`src/rtl/fpdiv_operand_stage_if.sv`:
```
// Operand-stage handshake bundle.
// Upstream side : in_valid / in_ready / in_dividend / in_divisor
// Downstream    : out_valid / out_ready / out_dividend / out_divisor,
//                 out_special / out_special_result / out_invalid / out_divzero
// master = the environment (producer of operands, consumer of the head entry)
// slave  = the operand stage itself
interface fpdiv_operand_stage_if;
    logic        in_valid;
    logic        in_ready;
    logic [31:0] in_dividend;
    logic [31:0] in_divisor;
    logic        out_valid;
    logic        out_ready;
    logic [31:0] out_dividend;
    logic [31:0] out_divisor;
    logic        out_special;
    logic [31:0] out_special_result;
    logic        out_invalid;
    logic        out_divzero;

    modport master (
        output in_valid, in_dividend, in_divisor, out_ready,
        input  in_ready, out_valid, out_dividend, out_divisor,
               out_special, out_special_result, out_invalid, out_divzero
    );

    modport slave (
        input  in_valid, in_dividend, in_divisor, out_ready,
        output in_ready, out_valid, out_dividend, out_divisor,
               out_special, out_special_result, out_invalid, out_divzero
    );
endinterface

```
`src/rtl/fpdiv_operand_stage.sv`:
```
// FP divider operand stage: a DEPTH-entry FIFO of IEEE-754 single operand
// pairs. Denormals are flushed to signed zero and each pair is classified
// (NaN / invalid / divide-by-zero / trivial zero or inf) as it is pushed, so
// the divider only sees the precomputed class bits alongside the head entry.
// Ports:
//   clk      - rising-edge clock
//   reset_n  - asynchronous active-low reset (empties the FIFO)
//   flush    - synchronous clear; beats a same-cycle push or pop
//   bus      - slave side of fpdiv_operand_stage_if (in_* push, out_* head)
module fpdiv_operand_stage #(
    parameter int unsigned DEPTH = 4
) (
    input  logic                 clk,
    input  logic                 reset_n,
    input  logic                 flush,
    fpdiv_operand_stage_if.slave bus
);
    localparam int unsigned AW = (DEPTH > 1) ? $clog2(DEPTH) : 1;
    localparam logic [AW:0] FULL_COUNT = (AW + 1)'(DEPTH);
    localparam logic [31:0] QNAN = 32'h7FC0_0000;

    logic [31:0] r_dvd_mem  [DEPTH];
    logic [31:0] r_dvs_mem  [DEPTH];
    logic [31:0] r_res_mem  [DEPTH];
    logic        r_spec_mem [DEPTH];
    logic        r_inv_mem  [DEPTH];
    logic        r_dz_mem   [DEPTH];

    logic [AW-1:0] r_wr_ptr;
    logic [AW-1:0] r_rd_ptr;
    logic [AW:0]   r_count;

    logic w_full;
    logic w_empty;
    logic w_push;
    logic w_pop;

    logic [31:0] w_dvd;
    logic [31:0] w_dvs;
    logic        w_sign;
    logic        w_a_zero, w_a_inf, w_a_nan;
    logic        w_b_zero, w_b_inf, w_b_nan;
    logic        w_spec;
    logic [31:0] w_res;
    logic        w_inv;
    logic        w_dz;

    assign w_full  = (r_count == FULL_COUNT);
    assign w_empty = (r_count == '0);
    // Push is gated only by full, so a pop in the same cycle does not free a slot.
    assign w_push  = bus.in_valid && !w_full;
    assign w_pop   = !w_empty && bus.out_ready;

    assign bus.in_ready = !w_full;

    // Denormal flush: exponent 0 keeps only the sign.
    always_comb begin
        w_dvd = bus.in_dividend;
        w_dvs = bus.in_divisor;
        if (bus.in_dividend[30:23] == 8'h00) begin
            w_dvd = {bus.in_dividend[31], 31'b0};
        end
        if (bus.in_divisor[30:23] == 8'h00) begin
            w_dvs = {bus.in_divisor[31], 31'b0};
        end
    end

    assign w_sign   = w_dvd[31] ^ w_dvs[31];
    assign w_a_zero = (w_dvd[30:23] == 8'h00);
    assign w_b_zero = (w_dvs[30:23] == 8'h00);
    assign w_a_inf  = (w_dvd[30:23] == 8'hFF) && (w_dvd[22:0] == '0);
    assign w_b_inf  = (w_dvs[30:23] == 8'hFF) && (w_dvs[22:0] == '0);
    assign w_a_nan  = (w_dvd[30:23] == 8'hFF) && (w_dvd[22:0] != '0);
    assign w_b_nan  = (w_dvs[30:23] == 8'hFF) && (w_dvs[22:0] != '0);

    // Priority chain; inf/0 resolves as inf/finite (no divzero) because the
    // dividend-inf test precedes the divisor-zero test.
    always_comb begin
        w_spec = 1'b0;
        w_res  = '0;
        w_inv  = 1'b0;
        w_dz   = 1'b0;
        if (w_a_nan || w_b_nan) begin
            w_spec = 1'b1;
            w_res  = QNAN;
            w_inv  = 1'b1;
        end else if ((w_a_inf && w_b_inf) || (w_a_zero && w_b_zero)) begin
            w_spec = 1'b1;
            w_res  = QNAN;
            w_inv  = 1'b1;
        end else if (w_a_inf) begin
            w_spec = 1'b1;
            w_res  = {w_sign, 8'hFF, 23'b0};
        end else if (w_b_zero) begin
            w_spec = 1'b1;
            w_res  = {w_sign, 8'hFF, 23'b0};
            w_dz   = 1'b1;
        end else if (w_a_zero || w_b_inf) begin
            w_spec = 1'b1;
            w_res  = {w_sign, 31'b0};
        end
    end

    always_ff @(posedge clk or negedge reset_n) begin
        if (!reset_n) begin
            r_wr_ptr <= '0;
            r_rd_ptr <= '0;
            r_count  <= '0;
        end else if (flush) begin
            r_wr_ptr <= '0;
            r_rd_ptr <= '0;
            r_count  <= '0;
        end else begin
            if (w_push) begin
                r_wr_ptr <= r_wr_ptr + 1'b1;
            end
            if (w_pop) begin
                r_rd_ptr <= r_rd_ptr + 1'b1;
            end
            case ({w_push, w_pop})
                2'b10:   r_count <= r_count + 1'b1;
                2'b01:   r_count <= r_count - 1'b1;
                default: r_count <= r_count;
            endcase
        end
    end

    // Storage needs no reset: entries are only visible through r_count.
    always_ff @(posedge clk) begin
        if (w_push && !flush) begin
            r_dvd_mem[r_wr_ptr]  <= w_dvd;
            r_dvs_mem[r_wr_ptr]  <= w_dvs;
            r_res_mem[r_wr_ptr]  <= w_res;
            r_spec_mem[r_wr_ptr] <= w_spec;
            r_inv_mem[r_wr_ptr]  <= w_inv;
            r_dz_mem[r_wr_ptr]   <= w_dz;
        end
    end

    always_comb begin
        bus.out_valid          = 1'b0;
        bus.out_dividend       = '0;
        bus.out_divisor        = '0;
        bus.out_special        = 1'b0;
        bus.out_special_result = '0;
        bus.out_invalid        = 1'b0;
        bus.out_divzero        = 1'b0;
        if (!w_empty) begin
            bus.out_valid          = 1'b1;
            bus.out_dividend       = r_dvd_mem[r_rd_ptr];
            bus.out_divisor        = r_dvs_mem[r_rd_ptr];
            bus.out_special        = r_spec_mem[r_rd_ptr];
            bus.out_special_result = r_res_mem[r_rd_ptr];
            bus.out_invalid        = r_inv_mem[r_rd_ptr];
            bus.out_divzero        = r_dz_mem[r_rd_ptr];
        end
    end
endmodule
```
`src/flat_wrapper.sv`:
```
// flat-port wrapper written by rule: the top's interface ports become plain ports
module fpdiv_operand_stage_flat 
#(
    parameter int unsigned DEPTH = 4
)
  (clk, reset_n, flush, bus_in_valid, bus_in_dividend, bus_in_divisor, bus_out_ready, bus_in_ready, bus_out_valid, bus_out_dividend, bus_out_divisor, bus_out_special, bus_out_special_result, bus_out_invalid, bus_out_divzero);
  fpdiv_operand_stage_if bus_i ();
  input  logic clk;
  input  logic reset_n;
  input  logic flush;
  input wire logic [$bits(bus_i.in_valid)-1:0] bus_in_valid;
  input wire logic [$bits(bus_i.in_dividend)-1:0] bus_in_dividend;
  input wire logic [$bits(bus_i.in_divisor)-1:0] bus_in_divisor;
  input wire logic [$bits(bus_i.out_ready)-1:0] bus_out_ready;
  output wire logic [$bits(bus_i.in_ready)-1:0] bus_in_ready;
  output wire logic [$bits(bus_i.out_valid)-1:0] bus_out_valid;
  output wire logic [$bits(bus_i.out_dividend)-1:0] bus_out_dividend;
  output wire logic [$bits(bus_i.out_divisor)-1:0] bus_out_divisor;
  output wire logic [$bits(bus_i.out_special)-1:0] bus_out_special;
  output wire logic [$bits(bus_i.out_special_result)-1:0] bus_out_special_result;
  output wire logic [$bits(bus_i.out_invalid)-1:0] bus_out_invalid;
  output wire logic [$bits(bus_i.out_divzero)-1:0] bus_out_divzero;
  assign bus_i.in_valid = bus_in_valid;
  assign bus_i.in_dividend = bus_in_dividend;
  assign bus_i.in_divisor = bus_in_divisor;
  assign bus_i.out_ready = bus_out_ready;
  assign bus_in_ready = bus_i.in_ready;
  assign bus_out_valid = bus_i.out_valid;
  assign bus_out_dividend = bus_i.out_dividend;
  assign bus_out_divisor = bus_i.out_divisor;
  assign bus_out_special = bus_i.out_special;
  assign bus_out_special_result = bus_i.out_special_result;
  assign bus_out_invalid = bus_i.out_invalid;
  assign bus_out_divzero = bus_i.out_divzero;
  fpdiv_operand_stage #(.DEPTH(DEPTH)) u_core (.clk(clk), .reset_n(reset_n), .flush(flush), .bus(bus_i));
endmodule
```
`config.mk`:
```
export PLATFORM = sky130hd
export DESIGN_NAME = fpdiv_operand_stage_flat
export DESIGN_NICKNAME = d
export VERILOG_FILES = /design/src/rtl/fpdiv_operand_stage_if.sv /design/src/rtl/fpdiv_operand_stage.sv /design/src/flat_wrapper.sv
export SDC_FILE = /design/constraint.sdc
export NUM_CORES = 1
export LEC_CHECK = 0
export CORE_MARGIN = 2
export CORE_UTILIZATION = 35
export DETAILED_ROUTE_END_ITERATION = 10
export PLACE_DENSITY = 0.66
export SYNTH_ARGS = -nofsm -noshare
export SYNTH_HDL_FRONTEND = slang
export SYNTH_SLANG_ARGS = --single-unit
```
`constraint.sdc`:
```
create_clock -name clk -period 4.6 [get_ports clk]
set_input_delay 0.46 -clock clk [delete_from_list [all_inputs] [get_ports clk]]
set_output_delay 0.46 -clock clk [all_outputs]
set_load 0.05 [all_outputs]
```
Yosys cells after proc, flatten, opt, wreduce, memory -nomap -nowiden. Memories as Yosys holds them, arrays and structs flattened. Cells that the tools add are included.

Output and inout port bits: 101. Latch bits: 0. Bits in registers: 7. Bits in read-only memories: 0. Logic and storage cells: 79. Input port bits: 69. RAM bits: 396. Memories kept: 6.

Memory list: u_core.r_dvd_mem (words 4, bits a word 32, rd ports 1, clocked after memory_dff 0, wr ports 1, line fpdiv_operand_stage.sv:22) `logic [31:0] r_dvd_mem [DEPTH];`; u_core.r_dvs_mem (words 4, bits a word 32, rd ports 1, clocked after memory_dff 0, wr ports 1, line fpdiv_operand_stage.sv:23) `logic [31:0] r_dvs_mem [DEPTH];`; u_core.r_res_mem (words 4, bits a word 32, rd ports 1, clocked after memory_dff 0, wr ports 1, line fpdiv_operand_stage.sv:24) `logic [31:0] r_res_mem [DEPTH];`; u_core.r_dz_mem (words 4, bits a word 1, rd ports 1, clocked after memory_dff 0, wr ports 1, line fpdiv_operand_stage.sv:27) `logic r_dz_mem [DEPTH];`; u_core.r_inv_mem (words 4, bits a word 1, rd ports 1, clocked after memory_dff 0, wr ports 1, line fpdiv_operand_stage.sv:26) `logic r_inv_mem [DEPTH];`; u_core.r_spec_mem (words 4, bits a word 1, rd ports 1, clocked after memory_dff 0, wr ports 1, line fpdiv_operand_stage.sv:25) `logic r_spec_mem [DEPTH];`.

Div/mod/pow operators: 0. Shifts and indexed selects: 0. Reduce and logical (&&, ||, !) cells: 27. Equality and inequality tests: 5. Add/subtract/negate cells: 4. Bitwise gates (word level): 1. Multiplexer cells: 33. Order comparisons: 0. Multiply operators: 0.

Operator list (count): $mux W32 (8); $mux W31 (2); $logic_not A23 Y1 (2); $reduce_bool A23 Y1 (2); $logic_not A8 Y1 (4); $mux W1 (17); $eq A8 B8 Y1 const B (2); $logic_and A1 B1 Y1 (9); $mux W2 (4); $pmux W3 S2 (1); $add A2 B1 Y2 const B (2); $reduce_bool A2 Y1 (2); $add A3 B1 Y3 const B (1); $eq A3 B3 Y1 const B (1); $logic_not A1 Y1 (3); $logic_not A3 Y1 (1); $logic_or A1 B1 Y1 (3); $mux W3 (1); $reduce_bool A3 Y1 (1); $sub A3 B1 Y3 const B (1); $eq A2 B1 Y1 const B (1); $eq A2 B2 Y1 const B (1); $xor A1 B1 Y1 (1).

Longest topological paths before layout.
Depth in word-level cells: 10. Depth in mapped cells: 8. Gate-level depth less buffers: 7.

Worst setup path before layout. Ideal clock, no wire load.

Kind: reg-to-reg. Start point: reg u_core.r_count[2]. End point: mem u_core.r_dvd_mem[0][0], enable pin. Data arrival time: 2771 ps. Cell stages (with the launch flop): 6. Slack: 1394 ps. Path buffers: 1. Clock period less this slack: 3206 ps. Required time: 4165 ps. Library setup time: 435 ps. Cell sequence: dfrtp_1 -> or3b_1 -> buf_2 -> nand2_1 -> nor2_1 -> and2_1.

Cells in the longest elaborated chain, start to end: 6.

Ends and longest elaborated chain: start: declaration (line fpdiv_operand_stage.sv:31) `logic [AW:0] r_count;`; start signal: assignment (line fpdiv_operand_stage.sv:121) `2'b10: r_count <= r_count + 1'b1;`; start signal: assignment (line fpdiv_operand_stage.sv:122) `2'b01: r_count <= r_count - 1'b1;`; start signal: assignment (line fpdiv_operand_stage.sv:123) `default: r_count <= r_count;`; $eq A3 B3 Y1 (line fpdiv_operand_stage.sv:48) `assign w_full = (r_count == FULL_COUNT);`; $logic_not A1 Y1; via bus_in_ready (line flat_wrapper.sv:15) `output wire logic [$bits(bus_i.in_ready)-1:0] bus_in_ready;`; $logic_and A1 B1 Y1 (line fpdiv_operand_stage.sv:51) `assign w_push = bus.in_valid && !w_full;`; $logic_and A1 B1 Y1 (line fpdiv_operand_stage.sv:130) `if (w_push && !flush) begin`; $mux W1 (line fpdiv_operand_stage.sv:130); $mux W1 (implied by the code) (line fpdiv_operand_stage.sv:131) `r_dvd_mem[r_wr_ptr] <= w_dvd;`; end: declaration (line fpdiv_operand_stage.sv:22).

The timed path passes the listed nets, and every way through them passes these cells.

Worst setup path after layout.
Start point: reg u_core.r_rd_ptr[0]. End point: out bus_out_divisor[18].

Cells in the longest elaborated chain, start to end: 2.

Ends and longest elaborated chain: start: declaration (line fpdiv_operand_stage.sv:30) `logic [AW-1:0] r_rd_ptr;`; start signal: assignment (line fpdiv_operand_stage.sv:118) `r_rd_ptr <= r_rd_ptr + 1'b1;`; $mem_v2 Z4 W32; $mux W32 (line fpdiv_operand_stage.sv:148) `if (!w_empty) begin`; end: declaration (line flat_wrapper.sv:18) `output wire logic [$bits(bus_i.out_divisor)-1:0] bus_out_divisor;`.

No other way between the ends.

==> results.txt <==
----------------------------------------------------
[Status]
  Outcome ... finished clean

[Routing]
  Average via count per standard cell ... 4.81
  Wirelength per Cell ... ~20 µm
  Count of vias placed by the detailed router ... 5918
  First-pass DRT Iterations ... 4
  First-iteration detailed-routing DRC count ... 375
  Aggregate routed wire length ... about 24000 µm
  Drc violations ... 0
  Number of antenna-violating nets in the routed design ... 0

[Setup path]
  Crit-path slowest cell ... sky130_fd_sc_hd__dfrtp_4
  Worst Reg2Reg Path Length in Cells ... 5
  Setup crit start kind ... flip-flop
  Number of logic stages on the critical path including buffering ... 4
  Highest fanout seen on the critical path ... 29
  Nature of the critical path endpoint ... output pin
  Worst EP arrival ... between 3 and 4 ns
  Crit-path cells ... buf_4 -> mux4_2 -> and2_1 -> clkdlybuf4s50_1
  Reg-to-Reg Start ... u_core.r_count[0]
  Crit path required time ... between 4 and 5 ns
  Endpoint of the lowest-slack register-to-register path ... u_core.r_dvd_mem[2][27]
  Family with the most delay on the worst path ... buffers and inverters
  Type of the worst setup path ... reg2out
  Critical Path Max Stage Delay ... a little over 0.8 ns
  Number of buffers and inverters on the critical path ... 2
  Slack of the worst reg-to-reg path ... roughly 2.1 ns

[Floorplanning]
  Initial Utilization ... a little over a third
  Die Height ... around 190 µm
  I/O Pins ... 170
  Die footprint ... around 35000 µm²
  Core Footprint ... 32700 µm²
  Die width ... approximately 190 µm
  Cell Rows ... 66

[Power and ir drop]
  Static Leakage ... between 4 and 5 nW
  Relative contribution of combinational cells to total power ... between 40% and 50%
  Sequential power share ... a little over a third
  Part of the total power dissipated in the clock network ... between 20% and 30%
  Pwr Density ... 623 nW/µm²
  Worst IR drop on VDD ... 0.000350 V
  Internal power ... 5.58 mW
  Switching part of the total ... 37.7%
  Switching Power ... about 3.4 mW

[STA]
  Clock period minus final worst setup slack ... between 3 and 4 ns
  Least setup slack across all paths after layout ... 0.912 ns
  Slew of the pin with the lowest slew margin ... between 0.8 and 0.9 ns
  Final Hold Fails ... 0
  Final critical-path share of the clock period ... between 80% and 90%
  Unrepaired setup endpoints after global routing ... false
  Total negative slack for setup checks ... 0 ns
  Worst rel slew slack ... 43.5%
  Worst Skew ... a little under 0.02 ns
  Maximum clock rate ... around 270 MHz
  Max Slew Vio Count ... 0
  Final number of setup-violating endpoints ... 0

[CTS]
  Maximum buffer depth of the clock tree ... 3
  Clock tree sinks ... approximately 280
  Cts bufs inserted ... 30
  Root cell of the clock tree ... sky130_fd_sc_hd__clkbuf_16
  Post-cts repair resize count ... 0
  Clock tree from TritonCTS ... built
  Total of hold buffers inserted after clock tree synthesis ... 0
  Clock transition at the register clock pins on the worst setup and hold paths after CTS ... approximately 0.060 ns
  Post-CTS Repair Setup Buffers ... 0
  Skew-Pair Late Insertion Delay ... ~0.55 ns
  H-tree depth ... 1

[Synthesis]
  Simple-gate share of the synthesized area ... 8.79%
  Main combinational cell family by area after synthesis ... multiplexers
  Number of unique standard cell types used by synthesis ... 30
  Async SR Flop Fraction ... 2.47%
  Mapped Avg Cell Area ... approximately 19 µm²
  Number of synthesized flops with an enable pin ... 276
  Synthesized-area fraction occupied by adder cells ... less than 1%
  Portion of netlist area occupied by mux cells ... between 10 and 15%
  Number of warning messages in the yosys log ... 0
  Number of cells produced by synthesis ... between 600 and 700
  Most used flip-flop cell after synthesis ... sky130_fd_sc_hd__edfxtp_1
  Sequential area share after synthesis ... between 70 and 80%
  Register bit count reported by yosys ... about 280
  Complex-gate fraction of the synthesized area ... less than 1%
  Synth Area in XOR/XNOR ... less than 1%
  Post-synthesis instance area ... around 12000 µm²

[Placed design]
  Number of port buffers ... ~150
  Placed Cells ... 1176
  Pre-CTS setup slack ... roughly 1.4 ns
  RD Place Congestion ... 0.685
  Estimated wirelength of the detail-placed design ... 14900 µm

[Global route]
  Pin count of the biggest net entering global routing ... 51
  Antenna violations before repair ... 0
  Final global-route overflow total ... 0
  Total global-route track usage ... between 10 and 15%
  Vias in the first global route ... around 6300
  Global-route wire length before repair ... 37300 µm

[Cells and area]
  Count of filler cells inserted in the layout ... just under 3000
  Diode count ... 0
  Fraction of layout cells with a size suffix above 1 ... between 10% and 20%
  Number of cells in the finished layout apart from fillers ... around 1200
  Final net count ... 840
  Signed area change from the synthesized netlist to the final layout ... 23.4%
  Post-layout util ... a little over two fifths

[Hold path]
  Type of the tightest min-delay check ... in2async

[Flow run]
  Max-capacitance violation count ... 0

----------------------------------------------------
==> state kept, by name, indices dropped and copies added (netlist names) <==
signal,count
u_core.r_count,3
u_core.r_dvd_mem,128
u_core.r_dvs_mem,128
u_core.r_dz_mem,4
u_core.r_spec_mem,4
u_core.r_res_mem,12
u_core.r_wr_ptr,2
u_core.r_rd_ptr,2
==> cell usage in the layout, fill, tap and decap left out, types with 6 or more instances in the layout <==
cell type and instances:
sky130_fd_sc_hd__and2_1 115, sky130_fd_sc_hd__buf_4 15, sky130_fd_sc_hd__clkbuf_1 10, sky130_fd_sc_hd__clkbuf_16 31, sky130_fd_sc_hd__clkdlybuf4s50_1 147, sky130_fd_sc_hd__clkinv_1 6
sky130_fd_sc_hd__clkinv_2 6, sky130_fd_sc_hd__conb_1 22, sky130_fd_sc_hd__edfxtp_1 276, sky130_fd_sc_hd__mux4_2 69, sky130_fd_sc_hd__nand2_1 10, sky130_fd_sc_hd__nand4_1 6
sky130_fd_sc_hd__nor2_1 10, sky130_fd_sc_hd__nor4_1 15
==> layer usage <==
metal / global-route usage (%) / vias up / share of wire (%)
met2: 24.3 / 194 / 50
met5: 0 / - / 0
met3: 2.52 / 36 / 5.6
met1: 18.1 / 3042 / 43
met4: 3.21 / 0 / 1.6
li1: - / 2646 / -
==> per-stage QoR <==
step                      hold slack, ns  cell area (µm²)  power (mW)
after detailed placement           0.573            13500        6.91
final                              0.182            14400        8.96
after global placement             0.568            13500        6.89
after floorplan                    0.164            11700        5.74
after CTS                          0.167            14400        9.10
after global routing               0.181            14400        9.34
==> how the worst max path moves through the flow <==
stage | startpoint | endpoint | slack [ns]
6_report | u_core.r_rd_ptr[0] | bus_out_divisor[18] | 0.91
4_1_cts | u_core.r_rd_ptr[0] | bus_out_divisor[30] | 0.80
3_3_place_gp | u_core.r_rd_ptr[0] | bus_out_divisor[18] | 1.41
3_5_place_dp | u_core.r_rd_ptr[0] | bus_out_divisor[30] | 1.39
5_1_grt | u_core.r_rd_ptr[0] | bus_out_divisor[13] | 0.71
2_1_floorplan | u_core.r_count[2] | u_core.r_dvd_mem[0][0] | 1.39
==> worst reg2reg max path: stages (launching register included) <==
cell and delay [ns]:
sky130_fd_sc_hd__dfrtp_1 0.45, sky130_fd_sc_hd__or3b_1 0.25, sky130_fd_sc_hd__nand2_1 0.13, sky130_fd_sc_hd__nor2_1 0.22
sky130_fd_sc_hd__and2_4 0.73, sky130_fd_sc_hd__buf_4 0.39
==> cells in the mapped netlist, types with 2 or more instances <==
| library cell | n | area share, % |
|---|---|---|
| sky130_fd_sc_hd__nor2_1 | 10 | 0.32 |
| sky130_fd_sc_hd__buf_4 | 30 | 1.9 |
| sky130_fd_sc_hd__nor3_1 | 3 | 0.13 |
| sky130_fd_sc_hd__a21oi_1 | 2 | 0.086 |
| sky130_fd_sc_hd__or2_2 | 2 | 0.11 |
| sky130_fd_sc_hd__xor2_1 | 2 | 0.15 |
| sky130_fd_sc_hd__clkbuf_1 | 38 | 1.2 |
| sky130_fd_sc_hd__nand3_1 | 5 | 0.21 |
| sky130_fd_sc_hd__xnor2_1 | 4 | 0.30 |
| sky130_fd_sc_hd__inv_1 | 5 | 0.16 |
| sky130_fd_sc_hd__nand2_1 | 10 | 0.32 |
| sky130_fd_sc_hd__buf_2 | 8 | 0.34 |
| sky130_fd_sc_hd__nand4_1 | 6 | 0.32 |
| sky130_fd_sc_hd__dfrtp_1 | 7 | 1.5 |
| sky130_fd_sc_hd__and2_1 | 119 | 6.4 |
| sky130_fd_sc_hd__nor4_1 | 15 | 0.81 |
| sky130_fd_sc_hd__edfxtp_1 | 276 | 71 |
| sky130_fd_sc_hd__ha_1 | 4 | 0.43 |
| sky130_fd_sc_hd__mux4_2 | 69 | 13 |
==> layout make-up <==
class | count | area, µm² | area share, %
Timing Repair Buffer | 163 | 1600 | 11.2
Clock buffer | 41 | 813 | 5.65
Multi-Input combinational cell | 283 | 2850 | 19.8
Inverter | 5 | 18.8 | 0.130
Clock inverter | 14 | 71.3 | 0.496
Tap cell | 442 | 553 | 3.84
Sequential cell | 283 | 8470 | 58.9
==> power groups by stage <==
stage | Sequential [mW] | Combinational [mW] | Clock (mW)
after floorplan | 3.12 | 2.62 | 0
after global placement | 3.21 | 3.68 | 0
after detailed placement | 3.22 | 3.69 | 0
after CTS | 3.17 | 3.71 | 2.23
after global routing | 3.19 | 3.82 | 2.33
final | 3.16 | 3.63 | 2.17
==> cells by family (layout without fill, tap and decap cells) <==
group	count (synthesis)	count (layout)
AO/OA/AOI/OAI	7	7
XOR/XNOR	6	6
adder cells (fa/ha/maj)	5	5
buffers and inverters	81	223
flip-flops	283	283
multiplexers	70	70
other	1	22
AND/OR/NAND/NOR	173	173
No activity file was read; power rests on OpenSTA's default activity.
